## config.mk

```make
export PLATFORM = sky130hd
export DESIGN_NAME = div9_shared_arbiter
export DESIGN_NICKNAME = d
export VERILOG_FILES = /design/src/rtl/div9_shared_arbiter.sv
export SDC_FILE = /design/constraint.sdc
export NUM_CORES = 1
export LEC_CHECK = 0
export CAP_MARGIN = 20
export CELL_PAD_IN_SITES_DETAIL_PLACEMENT = 1
export CELL_PAD_IN_SITES_GLOBAL_PLACEMENT = 2
export CORE_UTILIZATION = 36
export DETAILED_ROUTE_END_ITERATION = 12
export PLACE_DENSITY_LB_ADDON = 0.1
export SLEW_MARGIN = 20
export SYNTH_ARGS = -nofsm -noshare
export SYNTH_HDL_FRONTEND = slang
export SYNTH_SLANG_ARGS = --single-unit
export TNS_END_PERCENT = 20
```

## constraint.sdc

```tcl
create_clock -name clk -period 10.85 [get_ports clk]
set_clock_uncertainty 0.2 [all_clocks]
set_input_delay 2.17 -clock clk [delete_from_list [all_inputs] [get_ports clk]]
set_output_delay 2.17 -clock clk [all_outputs]
set_load 0.02 [all_outputs]
```

## src/rtl/div9_shared_arbiter.sv

```systemverilog
// Round-robin arbiter feeding a shared, two-stage reciprocal-multiply divide-by-9 pipeline.
// Each result is strobed back to the requester that issued it, two edges after it is accepted.
module div9_shared_arbiter #(
  parameter int unsigned NUM_REQ = 4,
  parameter int unsigned NUM_W   = 13,
  parameter logic [15:0] RECIP   = 16'h1C72
) (
  input  logic                     clk,
  input  logic                     rst_n,
  input  logic                     clr,
  input  logic [NUM_REQ-1:0]       req_valid,
  input  logic [NUM_REQ*NUM_W-1:0] req_num,
  output logic [NUM_REQ-1:0]       req_ready,
  output logic [NUM_REQ-1:0]       rsp_valid,
  output logic [NUM_W-4:0]         rsp_quot,
  output logic                     rsp_lsb,
  output logic                     busy
);

  localparam int unsigned QW = NUM_W - 3;
  localparam int unsigned TW = (NUM_REQ > 1) ? $clog2(NUM_REQ) : 1;
  localparam int unsigned PW = NUM_W + 16;

  logic [TW-1:0]      rr_ptr_q, rr_ptr_d;
  logic               s1_v_q, s1_v_d;
  logic [NUM_W-1:0]   s1_num_q, s1_num_d;
  logic [TW-1:0]      s1_tag_q, s1_tag_d;
  logic [NUM_REQ-1:0] s2_vec_q, s2_vec_d;
  logic [QW-1:0]      s2_q_q, s2_q_d;

  logic               found_hi_c;
  logic               found_c;
  logic               accept_c;
  logic [TW-1:0]      gnt_idx_c;
  logic [NUM_W-1:0]   gnt_num_c;
  logic [NUM_REQ-1:0] gnt_c;
  logic [PW-1:0]      prod_c;

  // Round-robin search: lowest valid index at or above rr_ptr, else lowest valid overall
  always_comb begin
    found_hi_c = 1'b0;
    found_c    = 1'b0;
    gnt_c      = '0;
    gnt_idx_c  = '0;
    gnt_num_c  = '0;
    for (int i = 0; i < int'(NUM_REQ); i++) begin
      if (!found_hi_c && req_valid[i] && (TW'(i) >= rr_ptr_q)) begin
        found_hi_c = 1'b1;
        gnt_c[i]   = 1'b1;
        gnt_idx_c  = TW'(i);
        gnt_num_c  = req_num[i*NUM_W +: NUM_W];
      end
    end
    found_c = found_hi_c;
    for (int i = 0; i < int'(NUM_REQ); i++) begin
      if (!found_c && req_valid[i]) begin
        found_c   = 1'b1;
        gnt_c[i]  = 1'b1;
        gnt_idx_c = TW'(i);
        gnt_num_c = req_num[i*NUM_W +: NUM_W];
      end
    end
  end

  assign accept_c  = found_c & ~clr;
  assign req_ready = accept_c ? gnt_c : '0;

  // Q16 reciprocal multiply; the product is wide enough that no bits are lost before the shift
  assign prod_c = PW'(s1_num_q) * PW'(RECIP);

  // Next-state for the pointer and both pipeline stages; clear overrides everything
  always_comb begin
    rr_ptr_d = rr_ptr_q;
    s1_v_d   = accept_c;
    s1_num_d = s1_num_q;
    s1_tag_d = s1_tag_q;
    s2_vec_d = '0;
    s2_q_d   = QW'(prod_c >> 16);

    if (accept_c) begin
      s1_num_d = gnt_num_c;
      s1_tag_d = gnt_idx_c;
      rr_ptr_d = (gnt_idx_c == TW'(NUM_REQ - 1)) ? '0 : gnt_idx_c + TW'(1);
    end

    if (s1_v_q) begin
      s2_vec_d[s1_tag_q] = 1'b1;
    end

    if (clr) begin
      rr_ptr_d = '0;
      s1_v_d   = 1'b0;
      s2_vec_d = '0;
    end
  end

  always_ff @(posedge clk or negedge rst_n) begin
    if (!rst_n) begin
      rr_ptr_q <= '0;
      s1_v_q   <= 1'b0;
      s1_num_q <= '0;
      s1_tag_q <= '0;
      s2_vec_q <= '0;
      s2_q_q   <= '0;
    end else begin
      rr_ptr_q <= rr_ptr_d;
      s1_v_q   <= s1_v_d;
      s1_num_q <= s1_num_d;
      s1_tag_q <= s1_tag_d;
      s2_vec_q <= s2_vec_d;
      s2_q_q   <= s2_q_d;
    end
  end

  // Stage 2 holds the return tag already decoded one-hot, so the strobe comes straight off flops
  assign rsp_valid = s2_vec_q;
  assign rsp_quot  = s2_q_q;
  assign rsp_lsb   = s2_q_q[0];
  assign busy      = s1_v_q | (|s2_vec_q);

endmodule
```

==> impl_metrics.py <==
metrics = {
    "timing": {
        "finalCritPeriodShare": 0.6450,
        "finalHoldViolCount": 0,
        "worstMarginPinSlew_ns": 0.8354,
        "period_minus_slack_ns": 6.998,
        "setup_violations": 0,
        "timing.fmax_ghz": 0.1429,
        "tns_ns": 0,
        "drv_slew": 0,
        "whs_ns": 0.2964,
        "rsz0062_at_grt": "no",
        "slew_headroom": 0.4379,
    },
    "global_routing": {
        "grt_max_degree": 33,
        "grt_usage": 0.2160,
        "antenna_found_initial": 0,
        "grt_pass1_wl_um": 18930,
        "grt_pass1_vias": 3686,
        "grt-ovfl-total": 0,
    },
    "synth": {
        "yosysWarnings": 0,
        "synth_area_mm2": 0.003969,
        "ys.flop_type": "dfrtp_1",
        "syn-instance-count": 405,
        "ys_ff_latch": 32,
        "syn_nets": 571,
        "syn_area_per_cell_um2": 9.800,
        "synth-async-reset-ratio": 1.000,
        "synth_edf_count": 0,
        "synth-seq-area-share": 0.2018,
        "ys_types": 52,
    },
    "cts": {
        "cts_sinks": 32,
        "postCtsSetupBuffers": 0,
        "path_clk_slew_ns": 0.07,
        "cts_buffer_depth": 2,
        "h-tree-depth": 2,
        "cts_tree": "done",
        "cts.root.buffer_cell": "clkbuf_8",
        "cts_hold_buffers": 0,
        "cts_resized": 0,
        "worstSkewPairLatency_ns": 0.30,
        "cts_inserted_buffers": 5,
    },
    "floorplan": {
        "core_area_mm2": 0.01051,
        "die_x_um": 107.0,
        "die_y_um": 107.0,
        "dieArea_mm2": 0.01145,
        "fp-row-count": 37,
        "start_util": 0.3777,
        "boundaryPins": 79,
    },
    "cells_and_area": {
        "nets": 649,
        "area_delta_synth_final_pct": 26.54,
        "fin_util": 0.4779,
        "nFillCells": 1179,
        "diodes": 0,
        "regArea_um2": 800.8,
        "fin_area_mm2": 0.005022,
        "drive_gt1_frac": 0.04132,
        "final_common_cell": "clkdlybuf4s50_1",
        "multi_input_area_mm2": 0.002855,
        "final_cell_mix": "78 x clkdlybuf4s50_1, 73 x ha_1, 67 x inv_1",
    },
    "placement": {
        "place.gp.congestion": 0.8761,
        "placed_area_mm2": 0.004915,
        "io_buffers": 78,
        "hpwl_um": 9569,
    },
    "route": {
        "vias": 3429,
        "dr_wl_met3_um": 461,
        "top_layer": "met4",
        "routedWlPerCell_um": 19.03,
        "drcViolationCount": 0,
        "met2_length_um": 5613,
        "first_pass_iters": 4,
        "detail-route-antenna-nets": 0,
        "viasPerCell": 5.531,
        "wl_um": 11800,
        "first_iter_violations": 101,
        "met1_length_um": 5511,
    },
    "worst_setup_path": {
        "crit_fanout": 25,
        "end_kind": "output port",
        "crit_start": "req_valid[0]",
        "critPathArrivalTime_ns": 4.63,
        "rr_startpoint": "s1_num_q[3]$_DFFE_PN0P_",
        "criticalPathCategory": "input port to output port",
        "cp-start-kind": "input port",
        "worstPathRequired_ns": 8.48,
    },
    "worst_hold_path": {
        "min_from": "s1_tag_q[1]$_DFFE_PN0P_",
        "hold_class": "register to register",
    },
    "status": {
        "status": "completed",
    },
    "job": {
        "drv_cap": 0,
    },
}
sequential cells by signal, summed over array words and instances (netlist names):
register   count
s1_v_q         1
rsp_valid      4
s1_tag_q       2
rr_ptr_q       2
s1_num_q      13
rsp_quot      10
worst paths after layout:
check                      slack, ns  cells after the start                 endpoint
setup reg to reg                5.32                     18    rsp_quot[7]$_DFF_PN0_
hold / removal                  0.30                      1   rsp_valid[1]$_DFF_PN0_
setup / recovery                3.85                      6             req_ready[0]
min in group asynchronous       2.07                      2    rsp_quot[7]$_DFF_PN0_
hold reg to reg                 0.30                      1   rsp_valid[1]$_DFF_PN0_
max in group asynchronous       8.04                      2  s1_num_q[0]$_DFFE_PN0P_
critical path, stage by stage:
cell,delay [ns]
clkdlybuf4s50_1,0.54
nor4_1,0.78
or2_0,0.19
buf_4,0.30
nor2_1,0.09
clkdlybuf4s50_1,0.54
per-layer routing:
metal,vias up,global-route usage
li1,1621,-
met5,-,0
met4,0,0.06067
met3,18,0.03040
met1,1705,0.2976
met2,85,0.3530
per-stage QoR:
step,setup slack (ns),std cells
floorplan,4.910,405
global placement,3.859,612
detailed placement,3.839,612
CTS,3.815,620
global route,3.701,620
finish,3.852,620
area by class of cell:
class / instances / share of cell area
multi-input cells: 291 / 0.5685
clock buffers: 6 / 0.01445
clock inverters: 2 / 0.006976
well taps: 136 / 0.03388
inverters: 68 / 0.05082
flip-flops and latches: 32 / 0.1594
repair buffers: 85 / 0.1659
cells by family after synthesis:
family                     after synthesis  synth area share
AOI/OAI and AO/OA                      101            0.1989
adders and majority gates              107            0.4016
and+or+nand+nor                         70           0.08764
buffers and inverters                   82           0.08039
xor gates and xnor gates                11           0.02427
DFF                                     32            0.2018
muxes                                    2          0.005359
cells in the mapped netlist (all sizes together) (6+ instances only):
master	number	area, µm²
a21o	7	52.55
a21oi	15	75.07
a221o	11	110.1
a221oi	12	105.1
a32oi	7	61.31
buf	7	37.54
clkbuf	7	26.28
dfrtp	32	800.8
fa	34	680.7
ha	73	913.4
inv	68	255.2
nand2	20	75.07
nor2	17	63.81
o21ai	6	30.02
o221ai	13	113.9
xnor2	7	61.31
Power is not shown: default switching activity piles up to over one toggle a cycle in this logic, so the estimate is an artifact.
